==> config.mk <==
export PLATFORM = sky130hd
export DESIGN_NAME = mux_pipe_scan
export DESIGN_NICKNAME = d
export VERILOG_FILES = /design/src/rtl/mux_pkg.sv /design/src/rtl/mux_pipe_scan_mux4_w.sv /design/src/rtl/mux_pipe_scan.sv
export SDC_FILE = /design/constraint.sdc
export NUM_CORES = 1
export LEC_CHECK = 0
export ABC_AREA = 1
export CAP_MARGIN = 10
export CORE_ASPECT_RATIO = 0.7
export CORE_MARGIN = 1.5
export CORE_UTILIZATION = 40
export DETAILED_ROUTE_END_ITERATION = 16
export GPL_ROUTABILITY_DRIVEN = 0
export MAX_ROUTING_LAYER = met4
export PLACE_DENSITY = 0.88
export RECOVER_POWER = 100
export REMOVE_ABC_BUFFERS = 1
export SYNTH_ARGS = -nofsm -noshare
export SYNTH_HDL_FRONTEND = slang
export SYNTH_SLANG_ARGS = --single-unit
==> constraint.sdc <==
create_clock -name clk -period 2.38 [get_ports clk]
set_input_delay 0.595 -clock clk [delete_from_list [all_inputs] [get_ports clk]]
set_output_delay 0.595 -clock clk [all_outputs]
set_load 0.02 [all_outputs]
==> src/rtl/mux_pkg.sv <==
// Shared constants and helpers for the pipelined word multiplexer (mux_pipe_scan).
package mux_pkg;

    localparam int NCH_MIN = 4;
    localparam int NCH_MAX = 256;

    typedef enum logic {
        MODE_MANUAL = 1'b0,
        MODE_AUTO   = 1'b1
    } mode_e;

    function automatic int clog2(input int value);
        int result;
        result = 0;
        for (int i = 0; i < 31; i++) begin
            if ((1 << i) < value) result = i + 1;
        end
        return result;
    endfunction

endpackage

==> src/rtl/mux_pipe_scan_mux4_w.sv <==
// Combinational 4:1 word multiplexer, the building block of both pipeline stages.
module mux4_w
    import mux_pkg::*;
#(
    parameter int WIDTH = 8
) (
    input  logic [4*WIDTH-1:0] data_i,
    input  logic [1:0]         sel_i,
    output logic [WIDTH-1:0]   data_o
);

    always_comb begin
        data_o = data_i[0 +: WIDTH];
        case (sel_i)
            2'd0: data_o = data_i[0*WIDTH +: WIDTH];
            2'd1: data_o = data_i[1*WIDTH +: WIDTH];
            2'd2: data_o = data_i[2*WIDTH +: WIDTH];
            2'd3: data_o = data_i[3*WIDTH +: WIDTH];
            default: data_o = data_i[0 +: WIDTH];
        endcase
    end

endmodule

==> src/rtl/mux_pipe_scan.sv <==
// Two-stage pipelined NCH:1 word mux with valid/ready handshake and auto-scan.
// Optional per-channel scan mask is enabled by defining MUX_SCAN_MASK_EN.
module mux_pipe_scan
    import mux_pkg::*;
#(
    parameter int WIDTH = 8,
    parameter int NCH   = 16,
    parameter int SEL_W = clog2(NCH)
) (
    input  logic                 clk,
    input  logic                 rst,
    input  logic [NCH*WIDTH-1:0] in_data,
    input  logic [SEL_W-1:0]     sel,
    input  logic                 auto,
    input  logic                 in_valid,
    output logic                 in_ready,
    output logic                 out_valid,
    input  logic                 out_ready,
    output logic [WIDTH-1:0]     out_data,
    output logic [SEL_W-1:0]     out_ch,
    output logic [SEL_W-1:0]     scan_ptr
`ifdef MUX_SCAN_MASK_EN
    ,
    input  logic [NCH-1:0]       ch_mask
`endif
);

    localparam int NGRP   = NCH / 4;
    localparam int LVL    = (SEL_W - 1) / 2;
    localparam int HIP_W  = (LVL > 0) ? 2 * LVL : 1;
    localparam int NPAD   = 1 << (2 * LVL);

    // Offset of tree level lvl inside the flat node array; level 0 holds the padded leaves.
    function automatic int nodeOff(input int lvl);
        int off;
        off = 0;
        for (int k = 0; k < lvl; k++) off += NPAD >> (2 * k);
        return off;
    endfunction

    localparam int NNODE = nodeOff(LVL + 1);

    logic                 s1_valid_q, s1_valid_d;
    logic [SEL_W-1:0]     s1_ch_q;
    logic [WIDTH-1:0]     s1_grp_q [NGRP];
    logic                 out_valid_q, out_valid_d;
    logic [WIDTH-1:0]     out_data_q;
    logic [SEL_W-1:0]     out_ch_q;
    logic [SEL_W-1:0]     scan_ptr_q, scan_ptr_d;

    logic [SEL_W:0]       scanHit;
    logic [SEL_W-1:0]     effCh;
    logic                 autoOk;
    logic                 accept;
    logic                 s2Load;
    logic [WIDTH-1:0]     grpMux [NGRP];
    logic [WIDTH-1:0]     treeNode [NNODE];
    logic [WIDTH-1:0]     treeRoot;

`ifdef MUX_SCAN_MASK_EN
    // Cyclic priority search from start inclusive; MSB of the result flags a hit.
    function automatic logic [SEL_W:0] findNext(input logic [NCH-1:0] mask,
                                                input logic [SEL_W-1:0] start);
        logic [SEL_W:0]   res;
        logic [SEL_W-1:0] idx;
        res = '0;
        for (int i = NCH - 1; i >= 0; i--) begin
            idx = start + SEL_W'(i);
            if (mask[idx]) res = {1'b1, idx};
        end
        return res;
    endfunction

    assign scanHit = findNext(ch_mask, scan_ptr_q);
`else
    assign scanHit = {1'b1, scan_ptr_q};
`endif

    always_comb begin
        effCh    = (auto == MODE_AUTO) ? scanHit[SEL_W-1:0] : sel;
        autoOk   = (auto == MODE_MANUAL) || scanHit[SEL_W];
        s2Load   = s1_valid_q && (!out_valid_q || out_ready);
        in_ready = autoOk && (!s1_valid_q || !out_valid_q || out_ready);
        accept   = in_valid && in_ready;
    end

    always_comb begin
        s1_valid_d  = s1_valid_q;
        out_valid_d = out_valid_q;
        scan_ptr_d  = scan_ptr_q;
        if (accept)         s1_valid_d = 1'b1;
        else if (s2Load)    s1_valid_d = 1'b0;
        if (s2Load)         out_valid_d = 1'b1;
        else if (out_ready) out_valid_d = 1'b0;
        if (accept && auto == MODE_AUTO) scan_ptr_d = effCh + SEL_W'(1);
    end

    for (genvar g = 0; g < NGRP; g++) begin : gGrp
        mux4_w #(.WIDTH(WIDTH)) uGrp (
            .data_i (in_data[g*4*WIDTH +: 4*WIDTH]),
            .sel_i  (effCh[1:0]),
            .data_o (grpMux[g])
        );
    end

    // Leaves beyond NGRP are tied off so the stage-2 tree is always a full 4-ary tree.
    for (genvar i = 0; i < NPAD; i++) begin : gLeaf
        if (i < NGRP) begin : gUsed
            assign treeNode[i] = s1_grp_q[i];
        end else begin : gPad
            assign treeNode[i] = '0;
        end
    end

    if (LVL > 0) begin : gTree
        logic [HIP_W-1:0] hiPad;
        assign hiPad = HIP_W'(s1_ch_q[SEL_W-1:2]);
        for (genvar k = 1; k <= LVL; k++) begin : gLvl
            for (genvar j = 0; j < (NPAD >> (2 * k)); j++) begin : gNode
                mux4_w #(.WIDTH(WIDTH)) uNode (
                    .data_i ({treeNode[nodeOff(k-1) + 4*j + 3],
                              treeNode[nodeOff(k-1) + 4*j + 2],
                              treeNode[nodeOff(k-1) + 4*j + 1],
                              treeNode[nodeOff(k-1) + 4*j + 0]}),
                    .sel_i  (hiPad[2*(k-1) +: 2]),
                    .data_o (treeNode[nodeOff(k) + j])
                );
            end
        end
    end

    assign treeRoot = treeNode[NNODE-1];

    always_ff @(posedge clk or posedge rst) begin
        if (rst) begin
            s1_valid_q  <= 1'b0;
            s1_ch_q     <= '0;
            s1_grp_q    <= '{default: '0};
            out_valid_q <= 1'b0;
            out_data_q  <= '0;
            out_ch_q    <= '0;
            scan_ptr_q  <= '0;
        end else begin
            s1_valid_q  <= s1_valid_d;
            out_valid_q <= out_valid_d;
            scan_ptr_q  <= scan_ptr_d;
            if (accept) begin
                s1_grp_q <= grpMux;
                s1_ch_q  <= effCh;
            end
            if (s2Load) begin
                out_data_q <= treeRoot;
                out_ch_q   <= s1_ch_q;
            end
        end
    end

    assign out_valid = out_valid_q;
    assign out_data  = out_data_q;
    assign out_ch    = out_ch_q;
    assign scan_ptr  = scan_ptr_q;

endmodule

# Word-level counts from Yosys, hierarchy flattened
# Index checks and enable logic that the tools add are counted.
# W data, S select, Z words.
# word_totals
elab_cells	39
out_inout_bits	18
reg_bits	54
# classes
eq_ne	6
muxes	10
addsub	1
n_reduce_logical	12
# op_table
op	n
$pmux W8 S4	5
$eq A2 B2 Y1 const B	4
$add A4 B1 Y4 const B	1
$eq A2 B1 Y1 const B	2
$logic_not A2 Y1	2
$mux W1	4
$mux W4	1
$reduce_bool A2 Y1	2
$logic_and A1 B1 Y1	3
$logic_or A1 B1 Y1	3
$logic_not A1 Y1	2

# Depth between registers and ports, before layout
# Gate-level depths: netlist of the first run.
# depth
word_depth	5
ltp_mapped	11
depth_no_buf	9

# Hierarchy
# A second synthesis of the first run with hierarchy kept.
# hier_totals
cells_unflattened	459
area_unflattened_um2	3460.8
# by_module_without_submodules
mod	seq_area_each_um2	instances	area_each_um2	cells_each
mux_pipe_scan	1351.3	1	2140.8	224
mux4_w	0.0	5	264.0	47

# Least setup slack after synthesis of the first run
# Ideal clock, no wire load.
# synth_timing
kind	input to register
start	input auto
end	register s1_grp_q[4] in the netlist's numbering
path_stages	11
arrival_time_ns	1.713
required_ns	2.258
path_buffers	2
path_slack_ns	0.546
cell_sequence	inv_2 -> nand2_1 -> nand2_1 -> inv_1 -> ha_1 -> buf_2 -> buf_2 -> a21oi_1 -> nand3_1 -> o211ai_2 -> nand2_1
# synth_via
elab_chain_len	3
word_cells_on_any_way	6
classes_between	eq/ne (3); mux (2); reduce/logical (1)
# synth_lines
item	line_no	source
start: declaration	mux_pipe_scan.sv:14	input logic auto,
$mux W4 (*)	mux_pipe_scan.sv:80	effCh = (auto == MODE_AUTO) ? scanHit[SEL_W-1:0] : sel;
net effCh[0]	mux_pipe_scan.sv:52	logic [SEL_W-1:0] effCh;
$eq A2 B2 Y1 (tied with other cells)	mux_pipe_scan_mux4_w.sv:14	case (sel_i)
$pmux W8 S4 (*)	mux_pipe_scan_mux4_w.sv:14	
end signal: assignment	mux_pipe_scan.sv:148	s1_grp_q <= grpMux;
end: declaration	mux_pipe_scan.sv:45	logic [WIDTH-1:0] s1_grp_q [NGRP];
# Mark *: on every way through the listed nets, which the timed path passes. The rest lies on a longest branch.
# A chain may end at the register's enable or synchronous reset.

# Worst setup path after layout of the first run
# layout_timing
start	input auto
end	register s1_grp_q[23] in the netlist's numbering
# The elaborated chain is that of the path after synthesis.

==> flow_metrics.tcl, run 1 <==
set metrics [dict create \
    status "completed" \
    synth_most_common_cell "nand2_1" \
    num_vias 3593 \
    h-tree-depth 2 \
    core-area_um2 8006 \
    max-vdd-ir-drop_v 0.0003765 \
    clock_path_buffers 2 \
    max-slew-margin-rel 0.4149 \
    finalCritPeriodShare 0.9276 \
    syn_area_per_cell_um2 7.577 \
    die_height_um 79.82 \
    cts_root_buf "clkbuf_16" \
    worstHoldPathType "reg -> reg" \
    antenna_cells 0 \
    yosys.area.top_type "dfrtp_1" \
    grt_pass1_wl_um 17050 \
    crit_type "in -> reg" \
    cts_hold_buf 0 \
    cts_tree "built" \
    io_buffers 154 \
    max_freq_ghz 0.4530 \
    critPathTopFamily "buffers and inverters" \
    yosys-top-cells-count "nand2_1 (182), dfrtp_1 (54), nand3_1 (41), a21oi_1 (33)" \
    cp_slowest_cell "clkdlybuf4s50_1" \
    initial_core_util 0.4212 \
    fin_nets 744 \
    design_area_um2 5129 \
    grt_start_max_net_pins 33 \
    yosysWarnings 0 \
    pin_count 155 \
    cpMostUsedCell "nand2_1" \
    worstPathArrival_ns 2.37 \
    fin_tns_setup_ns 0 \
    p_leak_nw 2.333 \
    async_reset_ff_frac 1.000 \
    antenna_found_initial 0 \
    synthToLayoutAreaGrowth_pct 52.10 \
    synth_area_um2 3372 \
    drive_above_1_share 0.1060 \
    rows 27 \
    grt_pass1_vias 3449 \
    drtIter0Drc 174 \
    cts.sinks 54 \
    yosysSeqAreaShare 0.4007 \
    post-place-cells 697 \
    slew_viol_final 0 \
    fillCellCount 701 \
    syn_inst 445 \
    worstPathBufferInverterCount 3 \
    cts_made_buffers 5 \
    die_x_um 112.7 \
    finalSetupViolations 0 \
    instances_no_fill 705 \
    wl_um 10600 \
    p_per_area_nw_per_um2 720.4 \
    cp-end-kind "flip-flop" \
    viasPerCell 5.096 \
    grt-ovfl-total 0 \
    post_drt_wl_per_cell_um 15.04 \
    rsz0062_at_grt "no" \
    worst_pin_slew_ns 0.8767 \
    yosys_register_bits 54 \
    clock_latency_ns 0.29 \
    synthFlopType "dfrtp_1" \
    clk_pin_slew_worst_paths_ns 0.07 \
    maxCapViolations 0 \
    drc 0 \
    dr.pass1.iters 4 \
    grt_usage 0.2468 \
    die_area_um2 8998 \
    worstPathRequired_ns 2.55 \
    path_max_fanout 11 \
    ant_nets 0 \
    hold_viol 0 \
    slowest_delay_ns 0.54 \
    synth_edf_count 0 \
    postPlaceCellArea_um2 5109 \
    rrSetupSlack_ns 0.66 \
    start_kind "primary input" \
    worstPathCellList "clkdlybuf4s50_1 > nand2_1 > nand2_1 > inv_1 > ha_1 > buf_2 > a21oi_1 > nand3_1 > o211ai_1 > nand2_1" \
    hpwl_um 8184 \
    yosys.area.top_type_share 0.4007 \
    fin_crit_ns 2.208 \
    finClkSkew_ns 0.01167 \
    synthTopCellsByArea "dfrtp_1 (40%), nand2_1 (20%), o211ai_2 (9.3%)" \
    synth_cell_types 25 \
]
state kept, by name, indices dropped and copies added, names as in the netlist:
register and flops:
s1_valid_q 1, out_valid 1, out_data 8, scan_ptr 4, out_ch 4, s1_ch_q 4
s1_grp_q 32
worst reg2reg max path, stage by stage, from the launching register on:
cell	delay [ns]
dfrtp_1	0.37
nand2_1	0.07
nand2_1	0.14
inv_1	0.10
ha_1	0.26
buf_2	0.22
a21oi_1	0.17
nand3_1	0.10
o211ai_1	0.10
nand2_1	0.07
worst paths after layout:
kind	startpoint	to	depth (start not counted)
max in group asynchronous	rst	s1_grp_q[4]	3
setup / recovery	auto	s1_grp_q[23]	10
hold / removal	out_ch[2]	out_ch[2]	2
setup reg to reg	scan_ptr[1]	s1_grp_q[23]	9
min in group asynchronous	rst	out_data[3]	2
hold reg to reg	out_ch[2]	out_ch[2]	2
cell usage in the layout, fill, tap and decap left out, types with 5 or more instances in the layout:
master	synthesis	routed
a21oi_1	33	33
nor2_1	25	26
nand2_1	182	182
nand3_1	41	42
dfrtp_1	54	54
o211ai_2	25	12
buf_4	1	15
o211ai_1	0	13
clkdlybuf4s50_1	0	134
dlygate4sd3_1	0	19
inv_2	8	7
inv_1	11	13
clkbuf_16	0	5
o21ai_0	10	13
o22ai_2	7	7
through the flow:
stage | total power, mW | setup WS (ns) | utilization | hold slack, ns
after floorplan | 2.253 | -0.1111 | - | 0.4422
after global placement | 2.999 | -0.03894 | 0.6381 | 0.4589
after detailed placement | 3.073 | -0.1004 | 0.6381 | 0.4670
after CTS | 3.817 | 0.005745 | 0.6570 | 0.4849
after global routing | 3.936 | 0.03477 | 0.6406 | 0.5029
final | 3.695 | 0.1724 | 0.6406 | 0.4797
cells by family (layout without fill, tap and decap cells):
logic type | count (synthesis) | after routing | share of synthesized area
XOR/XNOR | 1 | 1 | 0.002598
adder cells (fa/ha/maj) | 4 | 4 | 0.01484
buffers and inverters | 45 | 204 | 0.07013
AND/OR/NAND/NOR | 259 | 259 | 0.3173
AO/OA/AOI/OAI | 82 | 82 | 0.1944
flip-flops | 54 | 54 | 0.4007
metal layers:
layer | GRT usage | wire length, um | vias up
met5 | - | 0 | -
met2 | 0.4091 | 5081 | 136
met3 | 0.03037 | 668 | 12
met1 | 0.3262 | 4677 | 1664
li1 | - | - | 1781
met4 | 0.05949 | 174 | 0
layout make-up:
class / instances / area (um^2) / area share
inverters: 20 / 75.07 / 0.01464
multi-input cells: 346 / 1707 / 0.3328
well taps: 101 / 126.4 / 0.02464
clock inverters: 2 / 12.51 / 0.002440
repair buffers: 176 / 1718 / 0.3350
flip-flops and latches: 54 / 1351 / 0.2635
clock buffers: 6 / 138.9 / 0.02708
power by group:
| part | switching (mW) | internal, mW | total [mW] |
|---|---|---|---|
| Clock | 0.326 | 0.417 | 0.744 |
| Sequential | 0.148 | 1.19 | 1.34 |
| Combinational | 0.894 | 0.720 | 1.61 |
| Total | 1.37 | 2.33 | 3.69 |
repair_timing:
item	in CTS	in global routing
setup buffers	0	0
setup endpoints to repair	0	2
resized for setup	0	2
Note: power is estimated with default switching activity, not from simulation.
==> run 2: changes to the inputs <==
--- a/config.mk
+++ b/config.mk
@@ -12,7 +12,6 @@
 export CORE_UTILIZATION = 40
 export DETAILED_ROUTE_END_ITERATION = 16
 export GPL_ROUTABILITY_DRIVEN = 0
-export MAX_ROUTING_LAYER = met4
 export PLACE_DENSITY = 0.88
 export RECOVER_POWER = 100
 export REMOVE_ABC_BUFFERS = 1
==> constraint.sdc (replaced) <==
create_clock -name clk -period 2.05 [get_ports clk]
set_input_delay 0.5125 -clock clk [delete_from_list [all_inputs] [get_ports clk]]
set_output_delay 0.5125 -clock clk [all_outputs]
set_load 0.02 [all_outputs]
==> run 2 against run 1 <==
  * Sequential share of layout area shrank 0.12 points
  * Flip-flop and latch count is the same
  * Via count grew 2.3%
  * Utilization grew 0.30 points
  * Clock power grew 17%
  * Register-to-register slack lost 0.27 ns
  * Setup slack lost 0.062 ns
  * Non-clock buffer count grew 6
  * Largest power group unchanged
  * Wire length grew 1.8%
==> flow_metrics.tcl, run 2 (same netlist as run 1, synthesis figures left out) <==
set metrics [dict create \
    slowest_delay_ns 0.46 \
    finClkSkew_ns 0.009283 \
    start_kind "primary input" \
    grt_pass1_vias 3697 \
    r2r_start "scan_ptr[0]" \
    rrSetupSlack_ns 0.39 \
    dr.pass1.iters 5 \
    status "completed" \
    max_freq_ghz 0.5156 \
    viasPerCell 5.169 \
    p_leak_nw 2.347 \
    antenna_cells 0 \
    cp-end-kind "primary output" \
    p_total_mw 4.307 \
    cts.sinks 54 \
    path_max_fanout 2 \
    finalCritPeriodShare 0.9462 \
    slew_viol_final 0 \
    ant_nets 0 \
    p_per_area_nw_per_um2 836.0 \
    rsz0062_at_grt "no" \
    initial_core_util 0.4212 \
    cts_made_buffers 5 \
    r2r-end "s1_grp_q[19]" \
    num_vias 3675 \
    post_drt_wl_per_cell_um 15.19 \
    die_height_um 79.82 \
    core-area_um2 8006 \
    grt_usage 0.2380 \
    hp-start "s1_grp_q[4]" \
    synthToLayoutAreaGrowth_pct 52.80 \
    cts_root_buf "clkbuf_16" \
    worst_slack_ns 0.1103 \
    largest-register "s1_grp_q" \
    rows 27 \
    cp_slowest_cell "clkdlybuf4s50_1" \
    die_x_um 112.7 \
    drtIter0Drc 175 \
    largest_reg_flops 32 \
    io_buffers 154 \
    grt_pass1_wl_um 17030 \
    critPathTopFamily "buffers and inverters" \
    final_common_cell "nand2_1" \
    drive_above_1_share 0.09672 \
    place_ws_ns -0.3376 \
    grt_start_max_net_pins 55 \
    hold_end "s1_grp_q[4]" \
    maxCapViolations 0 \
    crit_type "in -> out" \
    cts_hold_buf 0 \
    h-tree-depth 2 \
    design_area_um2 5152 \
    fin_nets 750 \
    fin_crit_ns 1.940 \
    grt-ovfl-total 0 \
    worstPathBufferInverterCount 3 \
    worstPathArrival_ns 1.43 \
    cts_tree "built" \
    worst_pin_slew_ns 1.191 \
    clock_path_buffers 2 \
    finalSetupViolations 0 \
    clk_pin_slew_worst_paths_ns 0.06 \
    worstHoldPathType "reg -> reg" \
    max-slew-margin-rel 0.2063 \
    drc 0 \
    postPlaceCellArea_um2 5141 \
    min_path_cells 2 \
    wl_um 10800 \
    die_area_um2 8998 \
    worstPathCellList "clkdlybuf4s50_1 > inv_1 > nand3_2 > dlygate4sd2_1" \
    hold_viol 0 \
    worstPathRequired_ns 1.54 \
    antenna_found_initial 0 \
    clock_latency_ns 0.29 \
    max-vdd-ir-drop_v 0.0004142 \
    final_cell_mix "nand2_1 (183), clkdlybuf4s50_1 (135), dfrtp_1 (54), nand3_1 (41), a21oi_1 (33)" \
    r2r_cells 9 \
    finish.utilization 0.6435 \
    pin_count 155 \
    hpwl_um 8299 \
]
-- run 2: changes by cell type in the layout (fill, tap and decap cells not counted), moves of 2 or more --
cell and change:
ha_2 +2, buf_4 +4, o211ai_2 -10, ha_1 -2
clkinv_4 +2, o22ai_2 -2, o22ai_1 +2, inv_2 -2
o211ai_1 +10, dlygate4sd3_1 -2
-- run 2: routing by layer --
layer,vias to the layer above,part of all wire,routed length [um],GRT usage
met3,18,0.072,779,0.03569
li1,1788,-,-,-
met1,1692,0.43,4637,0.3060
met2,177,0.48,5216,0.4189
met5,-,0,0,0
met4,0,0.015,163,0.06835
-- run 2: worst register-to-register path, cell delays in order, from the launching register on --
cell      delay (ns)
dfrtp_1         0.41
nand2_1         0.09
nand2_2         0.09
buf_4           0.15
ha_1            0.23
buf_4           0.20
nand2_1         0.08
nand3_1         0.08
o211ai_1        0.12
nand2_1         0.08
-- run 2: what timing repair did --
| action | in CTS | in global routing |
|---|---|---|
| buffers inserted | 0 | 0 |
| resized for setup | 4 | 3 |
| endpoints found under the setup margin | 9 | 32 |
-- run 2: how the worst max path moves through the flow --
| stage | endpoint | startpoint | slack [ns] | cells past startpoint |
|---|---|---|---|---|
| 3_5_place_dp | s1_grp_q[18] | auto | -0.34 | 10 |
| 5_1_grt | out_data[7] | out_ready | 0.03 | 8 |
| 3_3_place_gp | s1_grp_q[6] | auto | -0.24 | 10 |
| 2_1_floorplan | s1_grp_q[25] | auto | -0.36 | 8 |
| 4_1_cts | s1_grp_q[5] | auto | 0.02 | 10 |
| 6_report | in_ready | out_ready | 0.11 | 4 |
-- run 2: stage by stage --
stage / setup TNS (ns) / hold slack [ns] / cells
5_1_grt: 0 / 0.5094 / 711
6_report: 0 / 0.4811 / 711
2_1_floorplan: -11.35 / 0.4422 / 420
3_3_place_gp: -5.735 / 0.4608 / 703
3_5_place_dp: -9.141 / 0.4657 / 703
4_1_cts: 0 / 0.4854 / 711
-- run 2: cell type report --
class	instances	area [um^2]
clock buffers	6	138.9
clock inverters	2	17.52
fillers	703	2854
inverters	20	77.57
multi-input cells	346	1652
flip-flops and latches	54	1351
well taps	101	126.4
repair buffers	182	1789
-- run 2: power by group --
| part | total [mW] | switching, mW | internal, mW |
|---|---|---|---|
| registers | 1.55 | 0.167 | 1.38 |
| logic | 1.89 | 1.03 | 0.860 |
| clock network | 0.867 | 0.376 | 0.491 |
==> run 3: changes to the inputs <==
--- a/config.mk
+++ b/config.mk
@@ -6,10 +6,11 @@
 export NUM_CORES = 1
 export LEC_CHECK = 0
 export ABC_AREA = 1
-export CAP_MARGIN = 10
+export CAP_MARGIN = 20
 export CORE_ASPECT_RATIO = 0.7
 export CORE_MARGIN = 1.5
 export CORE_UTILIZATION = 40
+export CTS_CLUSTER_SIZE = 8
 export DETAILED_ROUTE_END_ITERATION = 16
 export GPL_ROUTABILITY_DRIVEN = 0
 export PLACE_DENSITY = 0.88
==> results of run 3 <==
Final layout, timing and power as in run 2 (identical DEF).
